<file path="config.mk">
export PLATFORM = sky130hd
export DESIGN_NAME = frame_ram_reader
export DESIGN_NICKNAME = d
export VERILOG_FILES = /design/src/rtl/frame_pkg.sv /design/src/rtl/frame_xy_counter.sv /design/src/rtl/frame_ram_reader.sv
export SDC_FILE = /design/constraint.sdc
export NUM_CORES = 1
export LEC_CHECK = 0
export ABC_CLOCK_PERIOD_IN_PS = 2100
export CELL_PAD_IN_SITES_DETAIL_PLACEMENT = 0
export CELL_PAD_IN_SITES_GLOBAL_PLACEMENT = 1
export CORE_MARGIN = 1
export CORE_UTILIZATION = 41
export DETAILED_ROUTE_END_ITERATION = 8
export PLACE_DENSITY_LB_ADDON = 0.1
export SLEW_MARGIN = 30
export SYNTH_ARGS = -nofsm -noshare
export SYNTH_HDL_FRONTEND = slang
export SYNTH_SLANG_ARGS = --single-unit
</file>
<file path="constraint.sdc">
create_clock -name clk -period 2.1 [get_ports clk]
set_input_delay 0.315 -clock clk [delete_from_list [all_inputs] [get_ports clk]]
set_output_delay 0.315 -clock clk [all_outputs]
set_load 0.01 [all_outputs]
</file>
<file path="src/rtl/frame_pkg.sv">
// Shared frame geometry and reader state encoding for the 80x60 frame RAMs.
package frame_pkg;

    localparam int unsigned H_PIXELS    = 80;
    localparam int unsigned V_LINES     = 60;
    localparam int unsigned FRAME_WORDS = H_PIXELS * V_LINES;
    localparam int unsigned ADDR_W      = 14;
    localparam int unsigned DATA_W      = 9;
    localparam int unsigned X_W         = $clog2(H_PIXELS);
    localparam int unsigned Y_W         = $clog2(V_LINES);

    typedef enum logic [1:0] {
        RD_IDLE   = 2'd0,
        RD_STREAM = 2'd1,
        RD_LAST   = 2'd2
    } rd_state_e;

endpackage

</file>
<file path="src/rtl/frame_xy_counter.sv">
// Raster address generator: running linear address plus x/y position.
// The address wraps to 0 after the last frame word, never into unused RAM space.
module frame_xy_counter
    import frame_pkg::*;
(
    input  logic              clk,
    input  logic              reset_n,
    input  logic              inc,
    input  logic              clr,
    output logic [ADDR_W-1:0] addr,
    output logic [X_W-1:0]    x,
    output logic [Y_W-1:0]    y,
    output logic              last
);

    logic [ADDR_W-1:0] addr_q, addr_d;
    logic [X_W-1:0]    x_q, x_d;
    logic [Y_W-1:0]    y_q, y_d;
    logic              last_w;

    assign last_w = (addr_q == ADDR_W'(FRAME_WORDS - 1));

    // Next position: clear wins over increment; the last word wraps everything to 0.
    always_comb begin
        addr_d = addr_q;
        x_d    = x_q;
        y_d    = y_q;
        if (clr || (inc && last_w)) begin
            addr_d = '0;
            x_d    = '0;
            y_d    = '0;
        end else if (inc) begin
            addr_d = addr_q + 1'b1;
            if (x_q == X_W'(H_PIXELS - 1)) begin
                x_d = '0;
                y_d = y_q + 1'b1;
            end else begin
                x_d = x_q + 1'b1;
            end
        end
    end

    // Position registers.
    always_ff @(posedge clk or negedge reset_n) begin
        if (!reset_n) begin
            addr_q <= '0;
            x_q    <= '0;
            y_q    <= '0;
        end else begin
            addr_q <= addr_d;
            x_q    <= x_d;
            y_q    <= y_d;
        end
    end

    assign addr = addr_q;
    assign x    = x_q;
    assign y    = y_q;
    assign last = last_w;

endmodule

</file>
<file path="src/rtl/frame_ram_reader.sv">
// Frame RAM read side: scans one frame in raster order and emits pixels on a
// valid/ready stream with sof/eol/eof markers and a frame_done pulse.
module frame_ram_reader
    import frame_pkg::*;
(
    input  logic              clk,
    input  logic              reset_n,
    input  logic              start,
    input  logic              abort,
    output logic              busy,
    output logic [ADDR_W-1:0] addr_rd,
    input  logic [DATA_W-1:0] ram_data,
    output logic [DATA_W-1:0] out_data,
    output logic              out_valid,
    input  logic              out_ready,
    output logic              out_sof,
    output logic              out_eol,
    output logic              out_eof,
    output logic              frame_done
);

    rd_state_e         state_q, state_d;
    logic              busy_q, busy_d;
    logic              valid_q, valid_d;
    logic [DATA_W-1:0] data_q, data_d;
    logic              sof_q, sof_d;
    logic              eol_q, eol_d;
    logic              eof_q, eof_d;
    logic              done_q, done_d;

    logic              cnt_inc, cnt_clr, cnt_last, ld;
    logic [X_W-1:0]    cnt_x;
    logic [Y_W-1:0]    cnt_y;

    frame_xy_counter u_xy (
        .clk     (clk),
        .reset_n (reset_n),
        .inc     (cnt_inc),
        .clr     (cnt_clr),
        .addr    (addr_rd),
        .x       (cnt_x),
        .y       (cnt_y),
        .last    (cnt_last)
    );

    // Output slot is free when empty or being drained this cycle.
    assign ld = !valid_q || out_ready;

    // Next-state and output-register logic.
    always_comb begin
        state_d = state_q;
        busy_d  = busy_q;
        valid_d = valid_q;
        data_d  = data_q;
        sof_d   = sof_q;
        eol_d   = eol_q;
        eof_d   = eof_q;
        done_d  = 1'b0;
        cnt_inc = 1'b0;
        cnt_clr = 1'b0;
        case (state_q)
            RD_IDLE: begin
                if (start && !abort) begin
                    state_d = RD_STREAM;
                    busy_d  = 1'b1;
                    cnt_clr = 1'b1;
                end
            end
            RD_STREAM, RD_LAST: begin
                if (abort) begin
                    state_d = RD_IDLE;
                    busy_d  = 1'b0;
                    valid_d = 1'b0;
                    sof_d   = 1'b0;
                    eol_d   = 1'b0;
                    eof_d   = 1'b0;
                    cnt_clr = 1'b1;
                end else if (state_q == RD_STREAM) begin
                    if (ld) begin
                        data_d  = ram_data;
                        valid_d = 1'b1;
                        sof_d   = (cnt_x == '0) && (cnt_y == '0);
                        eol_d   = (cnt_x == X_W'(H_PIXELS - 1));
                        eof_d   = cnt_last;
                        cnt_inc = 1'b1;
                        if (cnt_last) begin
                            state_d = RD_LAST;
                        end
                    end
                end else if (valid_q && out_ready) begin
                    state_d = RD_IDLE;
                    busy_d  = 1'b0;
                    valid_d = 1'b0;
                    sof_d   = 1'b0;
                    eol_d   = 1'b0;
                    eof_d   = 1'b0;
                    done_d  = 1'b1;
                end
            end
            default: begin
                state_d = RD_IDLE;
            end
        endcase
    end

    // State and output registers.
    always_ff @(posedge clk or negedge reset_n) begin
        if (!reset_n) begin
            state_q <= RD_IDLE;
            busy_q  <= 1'b0;
            valid_q <= 1'b0;
            data_q  <= '0;
            sof_q   <= 1'b0;
            eol_q   <= 1'b0;
            eof_q   <= 1'b0;
            done_q  <= 1'b0;
        end else begin
            state_q <= state_d;
            busy_q  <= busy_d;
            valid_q <= valid_d;
            data_q  <= data_d;
            sof_q   <= sof_d;
            eol_q   <= eol_d;
            eof_q   <= eof_d;
            done_q  <= done_d;
        end
    end

    assign busy       = busy_q;
    assign out_valid  = valid_q;
    assign out_data   = data_q;
    assign out_sof    = sof_q;
    assign out_eol    = eol_q;
    assign out_eof    = eof_q;
    assign frame_done = done_q;

endmodule

</file>
Word level (Yosys, flattened, before mapping) --
Cells that the tools add are included.
Storage, ports and cells: bits in registers 44, input port bits 14, output and inout bits 29, logic and storage cells 90
Operators by class: add/subtract/negate cells 3, eq/ne operators 11, multiplexer cells 43, bitwise logic cells 1, reduce and logical (&&, ||, !) cells 21
Operators by type and width (count):
- 14-bit two-way mux | 2
- 1-bit two-way mux | 26
- 7-bit two-way mux | 3
- 6-bit two-way mux | 3
- 14-bit by 1-bit adder with 14-bit output, second input constant | 1
- 14-bit by 13-bit == test with 1-bit output, second input constant | 1
- 2-bit two-way mux | 6
- 4-bit != test, second input constant | 3
- 4-bit AND reduction | 3
- 3-bit != test, second input constant | 3
- 7-bit by 1-bit adder with 7-bit output, second input constant | 1
- 7-bit == test, second input constant | 1
- 7-bit logical NOT | 1
- 6-bit by 1-bit adder with 6-bit output, second input constant | 1
- 6-bit logical NOT | 1
- 2-bit nonzero test | 3
- 1-bit logical AND | 4
- 1-bit case mux with 2 select lines | 2
- 2-bit case mux with 2 select lines | 1
- 3-bit AND reduction | 1
- 3-bit nonzero test | 1
- 2-bit by 1-bit == test with 1-bit output, second input constant | 1
- 2-bit == test, second input constant | 1
- 1-bit logical NOT | 2
- other kinds (6) | 7

Logic depth before layout (Yosys ltp) --
depth after elaboration 10, gate-level depth with buffers 8, depth with buffers taken out 7

Cells and area by module --
From an unflattened synthesis, not the netlist that was laid out.
Unflattened totals: cells, all modules 232, area, all modules 2308.5 um^2
Modules (own cells, without submodules):
- frame_xy_counter | instances 1, cells an instance 155, area each 1446.4 um^2, seq. area each 675.6 um^2
- frame_ram_reader | instances 1, cells an instance 77, area each 862.1 um^2, seq. area each 425.4 um^2

Worst setup path after synthesis --
OpenSTA, ideal clock, no wires.
kind reg2reg, start point register u_xy.addr_q[0] (netlist: u_xy.addr[0]), end point register state_q[0], library setup time 0.125 ns, arrival time 1.684 ns, data required time 1.975 ns, path slack 0.292 ns, cell stages (with the launch flop) 7, path buffers 1, period minus slack after synthesis 1.808 ns, cells stage by stage dfrtp_1 ha_1 and2_1 and4_1 buf_4 o211a_1 mux2_2
Between the ends: longest elaborated chain between the ends 3
RTL lines:
- start: declaration | RTL line frame_xy_counter.sv:16 | logic [ADDR_W-1:0] addr_q, addr_d;
- start signal: assignment | RTL line frame_xy_counter.sv:50 | addr_q <= addr_d;
- 14-bit by 13-bit == test with 1-bit output | RTL line frame_xy_counter.sv:21 | assign last_w = (addr_q == ADDR_W'(FRAME_WORDS - 1));
- 4-bit != test (no source line)
- 4-bit AND reduction (no source line)
- end signal: assignment | RTL line frame_ram_reader.sv:118 | state_q <= state_d;
- end: declaration | RTL line frame_ram_reader.sv:22 | rd_state_e state_q, state_d;
No other way between the ends. A chain may end at the register's enable or synchronous reset.

Worst setup path after layout --
start point register state_q[1], end point register u_xy.addr_q[7] (netlist: u_xy.addr[7])
Between the ends: longest elaborated chain between the ends 7, elaborated cells on any way between the ends 12, classes of those cells eq/ne (2); mux (5); reduce/logical (5)
RTL lines:
- 2-bit by 1-bit == test with 1-bit output | RTL line frame_ram_reader.sv:61, frame_ram_reader.sv:78
- 1-bit two-way mux | RTL line frame_ram_reader.sv:78 | end else if (state_q == RD_STREAM) begin
- 1-bit two-way mux | RTL line frame_ram_reader.sv:70 | if (abort) begin
- 1-bit two-way mux | RTL line frame_ram_reader.sv:61 | case (state_q)
- 1-bit logical AND | RTL line frame_xy_counter.sv:28 | if (clr || (inc && last_w)) begin
- 1-bit logical OR | RTL line frame_xy_counter.sv:28
- 14-bit two-way mux or 2-bit nonzero test (tied branches)
Parallel ways exist; a longest one is shown, timed or not.

==> qor.yml <==
postSynthCellCount: 236
hold_class: "input pin to asynchronous set/reset pin"
drv_slew: 0
post_cts_buffers: 0
endpoint_kind: "flip-flop"
grt_pass1_wl_mm: 9.639
synth_compound_area_frac: 0.1789
wl_per_cell_um: 14.96
cts_tree: "yes"
cts_max_level: 2
syn_area_um2: 2490
muxShareOfSynthArea: 0.05377
seq_area_frac_synth: 0.4422
cts.sinks: 44
synth-adder-area-share: 0.05025
grt_overflow: 0
power_density_nw_per_um2: 1081
antennaDiodeCount: 0
p_leak_uw: 0.001342
cts_hold_buf: 0
die_h_um: 79.93
setup_tns_ps: 0
drtIter0Drc: 95
dr.pass1.iters: 4
grt_max_degree: 24
clockBufferDepth: 2
cp_max_fo: 11
core-area_um2: 5886
reg2reg_depth: 8
ys_types: 55
crit_type: "flip-flop to flip-flop"
cap_viol_max_count: 0
fin_crit_sh: 0.9289
crit_chain: "inv_1 > ha_1 > nor2b_4 > nand3_4 > buf_4 > a211oi_2 > xnor2_1 > nor2_1"
dp_hpwl_mm: 4.117
ctsResizeCount: 0
whs_ps: 0.2833
vias: 2023
maxSlewHeadroom: 0.6118
track_usage: 0.1973
layout.nets: 326
hold_viol: 0
port_buffers: 42
row_count: 28
pin_count: 43
yosysTopAreaCell: "dfrtp_1"
synth_flop_cell: "dfrtp_1"
layout_common_cells: "44 x dfrtp_1, 41 x clkdlybuf4s50_1, 25 x buf_4, 20 x nand2_1, 16 x nor2_1"
synthSimpleGateAreaFrac: 0.1985
drc: 0
slowest_delay_ps: 390
rrSetupSlack_ps: 150
synth_seq_cells: 44
worst_slew_pin_slew_ps: 582.3
setup_violations: 0
peakVddDrop_mv: 0.4948
cts.root.buffer_cell: "clkbuf_8"
critPathTopFamily: "simple AND/OR/NAND/NOR gates"
vias_per_cell: 5.352
cp.buffers_inverters: 2
async_flop_share: 1.000
worstSkewPairLatency_ps: 300
ant_nets: 0
start_util: 0.4230
synth_top_area_frac: 0.4422
cpMaxStageDelayCell: "dfrtp_1"
start_kind: "flip-flop"
syn_area_per_cell_um2: 10.55
place_congestion: 0.8094
status: "finished, final reports clean"
period_needed_ps: 1951
nFillCells: 540
cp.required_ps: 2300
cts_buffers: 5
antenna_found_initial: 0
grt_pass1_vias: 1936
synth_area_leaders: "dfrtp_1 44%, ha_1 5.0%, mux2_2 5.0%"
wirelength_mm: 5.654
regToRegStartpoint: "state_q[1]"
die_area_um2: 6389
synth_edf_count: 0
clkSlewWorstSetupHoldPaths_ps: 90
rsz0062_at_grt: "no"
syn-num-nets: 260
syn_to_final_growth_pct: 31.11
synth_warnings: 0
r2r_end: "u_xy.addr[7]"
synth_top_family_by_area: "simple AND/OR/NAND/NOR gates"
layout-drive-gt1-share: 0.2112
synth_xor_xnor_area_share: 0.04221
die_w_um: 79.93
mostFrequentLayoutCell: "dfrtp_1"
arrival_ps: 2150
timing.fmax_mhz: 512.6
fin_worst_skew_ps: 5.389
==> area by class of cell <==
| cell class | count | area (um^2) | area share |
|---|---|---|---|
| sequential | 44 | 1101 | 0.3373 |
| multi-input combinational | 176 | 1305 | 0.3998 |
| clock buffer | 5 | 68.82 | 0.02108 |
| inverter | 7 | 26.28 | 0.008049 |
| timing repair buffer | 68 | 623.1 | 0.1909 |
| tap | 75 | 93.84 | 0.02875 |
| clock inverter | 3 | 46.29 | 0.01418 |
==> routing by layer <==
| metal | up-vias | track usage | share of wire |
|---|---|---|---|
| met5 | - | 0 | 0 |
| met4 | 0 | 0.05357 | 0.012 |
| met3 | 6 | 0.03543 | 0.048 |
| met2 | 52 | 0.2957 | 0.44 |
| met1 | 972 | 0.2897 | 0.50 |
| li1 | 993 | - | - |
==> registers in the layout (all words and copies together) (netlist names), 2 cells and up <==
signal	cells
u_xy.y	6
u_xy.addr	14
out_data	9
u_xy.x	7
state_q	2
==> logic make-up after synthesis <==
family | after synthesis
simple gates | 86
flops | 44
xor+xnor | 12
fa+ha+maj | 10
compound gates | 56
buf+inv | 16
mux | 12
==> report_power, final <==
part / internal (uW) / leakage, uW / total, uW / switching [uW]
clock network: 359 / 0.0000548 / 681 / 322
logic: 817 / 0.000708 / 1690 / 874
registers: 1030 / 0.000580 / 1160 / 127
==> how the worst max path moves through the flow <==
stage	from	to	slack, ps	cells after the start
final	state_q[1]	u_xy.addr[7]	150	8
after global routing	u_xy.addr[10]	u_xy.addr[6]	40	5
after CTS	u_xy.addr[10]	state_q[0]	60	4
after detailed placement	abort	u_xy.addr[7]	20	7
after global placement	abort	out_data[7]	50	6
after floorplan	u_xy.addr[0]	state_q[0]	290	6
==> cell usage after synthesis, types with 2 or more instances <==
cell type	number
dfrtp_1	44
a211oi_2	5
and2_1	2
nor4b_1	4
nand4_1	7
a31oi_1	3
a21oi_1	9
and3_1	2
ha_1	10
o21ai_0	13
mux2_2	11
o211ai_1	3
nor2_1	16
nor3_1	4
o21ai_1	2
nand2b_1	4
buf_2	5
a22o_1	2
nand2_1	20
and4_1	2
nor2b_1	5
a2111oi_4	2
o2111ai_1	2
xor2_1	4
nand3_1	8
o31ai_1	3
xnor2_1	8
buf_6	2
a311oi_1	2
inv_1	7
==> metrics by stage <==
| stage | util | instances | cell area [um^2] | worst slack [ps] | power, uW |
|---|---|---|---|---|---|
| floorplan | - | 236 | 2490 | 291.7 | 2196 |
| global placement | 0.5349 | 370 | 3148 | 50.19 | 2863 |
| detailed placement | 0.5349 | 370 | 3148 | 19.15 | 2885 |
| CTS | 0.5544 | 378 | 3263 | 55.09 | 3582 |
| global route | 0.5546 | 378 | 3264 | 39.05 | 3777 |
| finish | 0.5546 | 378 | 3264 | 149.2 | 3530 |
(Power assumes the default switching activity.)
==> RTL edit 1, RTL diff (same settings) <==
The package constant `ADDR_W` goes from 14 to 15.
--- a/src/rtl/frame_pkg.sv
+++ b/src/rtl/frame_pkg.sv
@@ -6,3 +6,3 @@
     localparam int unsigned FRAME_WORDS = H_PIXELS * V_LINES;
-    localparam int unsigned ADDR_W      = 14;
+    localparam int unsigned ADDR_W      = 15;
     localparam int unsigned DATA_W      = 9;
Interface: changed (resized addr_rd); port bits go from 43 to 44. The function was not compared with the original's and may differ.
==> RTL edit 1 against the original RTL <==
Combinational power up 10%. Count of clock-buffer cells in the layout stayed put. Sequential cell count up 1. Cell count increased by 1.3%. Synthesized area decreased by 1.2%. Cell area shrank 0.92%. Power is 1.8% higher. Global-route usage grew 0.68 points. Routed wire length increased by 5.3%. First-iteration DRC count is 8.4% higher. Setup slack gained 11 ps. Hold slack better by 320 ps. Sequential share of layout area increased by 1.1 points.
==> RTL edit 1: results (changes against the original RTL) <==
[outcome]
status=finished, final reports clean

[drt]
drt-met1-wl_um=2900  ; +1.9%
met2WireLength_um=2690  ; +8.8%
initialDrtViolationCount=103  ; +8.4%
dr.pass1.iters=4  ; unchanged
route.met3.wl_um=327  ; +19%
vias=2111  ; +4.3%
wl_per_cell_um=15.5  ; +3.9%

[global_route]
grt_use_total_pct=20.4  ; +0.68 points
use_met1_pct=28.1  ; -0.87 points
grt_max_degree=27  ; +13%
grtUsageMet3_pct=4.46  ; +0.91 points
use_met2_pct=32.5  ; +2.9 points
grt_pass1_wl_um=9960  ; +3.4%
grt_antenna_before_repair=0  ; unchanged
grt_pass1_vias=2016  ; +4.1%

[place]
routabilityCongestion=0.835  ; +3.1%
io_buffer_count=43  ; +2.4%
dp_hpwl_um=4410  ; +7.0%

[synth]
synthTopCellsByCount=dfrtp_1, nand2_1, nor2_1
syn_nets=267  ; +2.7%
seq_area_frac_synth_pct=45.8  ; +1.5 points
synth_warnings=0  ; unchanged
synth-async-reset-ratio_pct=100  ; unchanged
yosysUniqueCellTypes=47  ; -15%
synthTopCellsByArea=dfrtp_1, ha_1, mux2_2

[cells_and_area]
antenna_cells=0  ; unchanged
drive_gt1_share_pct=18.6  ; -2.5 points
fillers=503  ; -6.9%
fin_nets=334  ; +2.5%
largest_reg_flops=15  ; +1

[power]
power_leakage_nw=1.38  ; +3.0%
swShare_pct=40.0  ; +2.5 points
max-vdd-ir-drop_v=0.000549  ; +11%

[sta]
tightestPinTransition_ps=460  ; -122 ps
finClkSkew_ps=8.69  ; +3.31 ps

[cts]
clockRootBuffer=clkbuf_8
htreeDepth=2  ; unchanged
clock_latency_ps=310

[setup_path]
crit_fanout=5  ; -6
crit_arrival_ps=2170  ; +20 ps

[hold_path]
hold_path_class=input pin to asynchronous set/reset pin

RTL edit 1: cell count changes after synthesis, moves of 4 or more:
cell / change
a22o_1: +6
a211oi_2: -4
nand4_1: -4
xnor2_1: -5
xor2_1: +5
nor4b_1: -4
nand3_1: +5
nor3_1: +6
a21oi_1: -6
RTL edit 1: path summary, 6_finish.rpt:
check                                              to  slack, ps  depth (start not counted)
worst max-delay path            u_xy.x[0]$_DFFE_PN0P_        160                          7
worst min-delay path                 busy$_DFFE_PN0P_        320                          2
worst max register to register  u_xy.x[0]$_DFFE_PN0P_        160                          7
worst min register to register  u_xy.y[5]$_DFFE_PN0P_        490                          1
max in group asynchronous       u_xy.x[5]$_DFFE_PN0P_       1270                          3
min in group clk                u_xy.y[5]$_DFFE_PN0P_        490                          1
RTL edit 1: what timing repair did:
| item | in CTS | in global routing |
|---|---|---|
| setup endpoints to repair | 0 | 14 |
| endpoints found under the hold margin | 2 | 0 |
| hold buffers | 1 | 0 |
| resized for setup | 0 | 5 |
RTL edit 1: layout make-up:
class | instances | area share, %
Clock inverter | 3 | 0.774
Tap cell | 72 | 2.79
Timing Repair Buffer | 64 | 18.5
Inverter | 10 | 1.16
Sequential cell | 45 | 34.8
Multi-Input combinational cell | 184 | 39.8
Clock buffer | 5 | 2.13
RTL edit 1: kinds of logic (layout without fill, tap and decap cells):
kind of cell | count (synthesis) | in the layout | share of synthesized area (%)
XOR/XNOR | 12 | 12 | 4.27
multiplexers | 11 | 11 | 5.03
flip-flops | 45 | 45 | 45.8
AND/OR/NAND/NOR | 100 | 100 | 22.1
adder cells (fa/ha/maj) | 10 | 10 | 5.08
AO/OA/AOI/OAI | 51 | 51 | 15.3
buffers and inverters | 14 | 82 | 2.54
RTL edit 1: metrics by stage:
step | cells | hold slack, ps | instance area (sq um) | setup slack (ps)
CTS | 383 | 314 | 3220 | 62.9
global route | 383 | 339 | 3230 | 39.8
detailed placement | 374 | 118 | 3110 | 51.0
finish | 383 | 322 | 3230 | 160
floorplan | 243 | 19.4 | 2460 | 170
global placement | 374 | 115 | 3110 | 12.9
RTL edit 1: worst max-delay path: stages (launching register included):
cell and delay, ps:
dfrtp_1 380, inv_1 90, ha_1 320, nor2b_2 200
and3_4 260, nor2_4 40, or4_1 470, o21ai_1 90
RTL edit 1: power groups by stage:
stage / logic (mW) / registers (mW) / clock network, mW
6_report: 1.86 / 1.16 / 0.571
5_1_grt: 2.04 / 1.19 / 0.627
4_1_cts: 1.85 / 1.16 / 0.587
3_5_place_dp: 1.84 / 1.18 / 0
3_3_place_gp: 1.82 / 1.17 / 0
2_1_floorplan: 0.951 / 1.25 / 0
==> RTL edit 2, RTL diff (config.mk and constraints unchanged) <==
Without the edit above. `x_q` no longer has a reset.
--- a/src/rtl/frame_xy_counter.sv
+++ b/src/rtl/frame_xy_counter.sv
@@ -46,3 +46,2 @@
             addr_q <= '0;
-            x_q    <= '0;
             y_q    <= '0;
@@ -50,5 +49,8 @@
             addr_q <= addr_d;
-            x_q    <= x_d;
             y_q    <= y_d;
         end
+    end
+
+    always_ff @(posedge clk) begin
+        x_q <= x_d;
     end
Behaviour: same outputs for any inputs over 10 cycles, from zero or initial values and one cycle with reset_n low; that may be too few to reach the edited logic, so the function may still have changed.
==> RTL edit 2 against the original RTL <==
Cell area shrank 2.1%. Routed wire length shrank 7.4%. Combinational power shrank 13%. Sequential cell count is the same. Core utilization grew 1.5 points. Power shrank 9.2%. Synthesized area shrank 3.0%. Setup slack lost 3.9 ps. Critical endpoint is now u_xy.addr[2]$_DFFE_PN0P_. Largest cell class unchanged. Largest power group unchanged.
==> RTL edit 2: results (changes against the original RTL) <==
[outcome]
status=finished, final reports clean

[setup_path]
crit_fanout=14  ; +3
rr_startpoint=state_q[1]$_DFFE_PN0P_
crit_end=u_xy.addr[2]$_DFFE_PN0P_
start_kind=flop
ff2ff_path_depth=9  ; +1
worst_path_max_delay_cell=dfrtp_1
crit_arrival_ps=2150  ; about the same
max_stage_delay_ps=390  ; about the same

[drt]
vias=1916  ; -5.3%
wl_um=5240  ; -7.4%
initialDrtViolationCount=58  ; -39%

[global_route]
grt_max_degree=23  ; -4.2%
grt_pass1_wl_um=9110  ; -5.5%
grt_antenna_before_repair=0  ; unchanged
use_met2_pct=29.1  ; -0.44 points
grt_use_total_pct=19.0  ; -0.72 points
use_met1_pct=26.6  ; -2.4 points
grtUsageMet3_pct=4.14  ; +0.60 points

[synth]
seq_area_frac_synth_pct=44.1  ; -0.076 points
yosysUniqueCellTypes=41  ; -25%
synthTopCellsByCount=dfrtp_1, nor2_1, nand2_1
synth-async-reset-ratio_pct=84.1  ; -16 points
syn_nets=257  ; -1.2%
synthTopCellsByArea=dfrtp_1, dfxtp_1, ha_1

[sta]
slew_headroom_pct=74.1  ; +13 points
finClkSkew_ps=11.0  ; +5.58 ps
fmax_mhz=512  ; -0.20%

[power]
max-vdd-ir-drop_v=0.000481  ; -2.7%
power_leakage_nw=1.29  ; -3.9%

[cts]
htreeDepth=2  ; unchanged
clockRootBuffer=clkbuf_8
clkTransAtPathRegs_ps=90  ; about the same
numCtsBuffers=5  ; unchanged

[cells_and_area]
drive_gt1_share_pct=19.4  ; -1.7 points
largest_reg_flops=14  ; unchanged
fin_nets=322  ; -1.2%

[hold_path]
hold_path_class=input pin to asynchronous set/reset pin

[place]
routabilityCongestion=0.790  ; -2.3%
dp_hpwl_um=3910  ; -5.1%
place_area_sq_um=3030  ; -3.6%
io_buffer_count=42  ; unchanged
dp_slack_ps=-137  ; -156 ps

[floorplan]
start_util_pct=43.1  ; +0.76 points

## RTL edit 2: changes by cell type in the layout (fill, tap and decap cells not counted), sizes merged, moves of 3 or more
cell | before | now
xor2 | 4 | 8
o21ai | 16 | 12
nor2 | 18 | 27
xnor2 | 8 | 11
dfrtp | 44 | 37
dfxtp | 0 | 7
nor3 | 5 | 2
## RTL edit 2: worst min-delay path by stage
stage,endpoint,startpoint,slack (ps)
finish,frame_done$_DFF_PN0_,reset_n,460
global route,u_xy.y[1]$_DFFE_PN0P_,reset_n,470
CTS,frame_done$_DFF_PN0_,reset_n,470
detailed placement,frame_done$_DFF_PN0_,reset_n,260
global placement,frame_done$_DFF_PN0_,reset_n,250
floorplan,busy$_DFFE_PN0P_,reset_n,20
## RTL edit 2: timing repair
action / 4_1_cts / 5_1_grt
pin swaps: 0 / 1
endpoints found under the hold margin: 15 / 0
endpoints found under the setup margin: 8 / 18
gates cloned: 0 / 0
hold buffers: 1 / 0
resized for setup: 1 / 2
buffers inserted: 0 / 4
## RTL edit 2: layer usage
layer | up-vias | wire (um)
met3 | 6 | 217
met4 | 0 | 65
met2 | 35 | 2290
met1 | 925 | 2660
li1 | 950 | -
met5 | - | 0
## RTL edit 2: kinds of logic (layout without fill, tap and decap cells)
family	Yosys count	in the layout	share of synthesized area, %
AO/OA/AOI/OAI	43	43	14.8
adder cells (fa/ha/maj)	10	10	5.18
AND/OR/NAND/NOR	90	90	20.3
XOR/XNOR	19	19	6.89
flip-flops	44	44	44.1
buffers and inverters	16	82	3.63
multiplexers	11	11	5.13
## RTL edit 2: area by class of cell
class,count,area (sq um)
multi-input cells,173,1270
well taps,72,90.1
fillers,533,2410
clock inverters,3,46.3
clock buffers,5,68.8
flip-flops and latches,44,1070
repair buffers,67,631
inverters,7,26.3
## RTL edit 2: critical path, delay by kind of cell, from the launching register on
kind | cells | cell delay (ps)
adder cells (fa/ha/maj) | 1 | 310
XOR/XNOR | 1 | 180
flip-flops | 1 | 390
buffers and inverters | 3 | 350
AND/OR/NAND/NOR | 3 | 420
AO/OA/AOI/OAI | 1 | 200
## RTL edit 2: through the flow
stage	cells	TNS [ps]
floorplan	233	0
global placement	358	-1490
detailed placement	358	-1690
CTS	367	0
global route	371	-21.7
finish	371	0
## RTL edit 2: power by group
part	internal, mW	switching (mW)
Combinational	0.748	0.719
Sequential	0.994	0.0786
Clock	0.358	0.307
Total	2.10	1.10
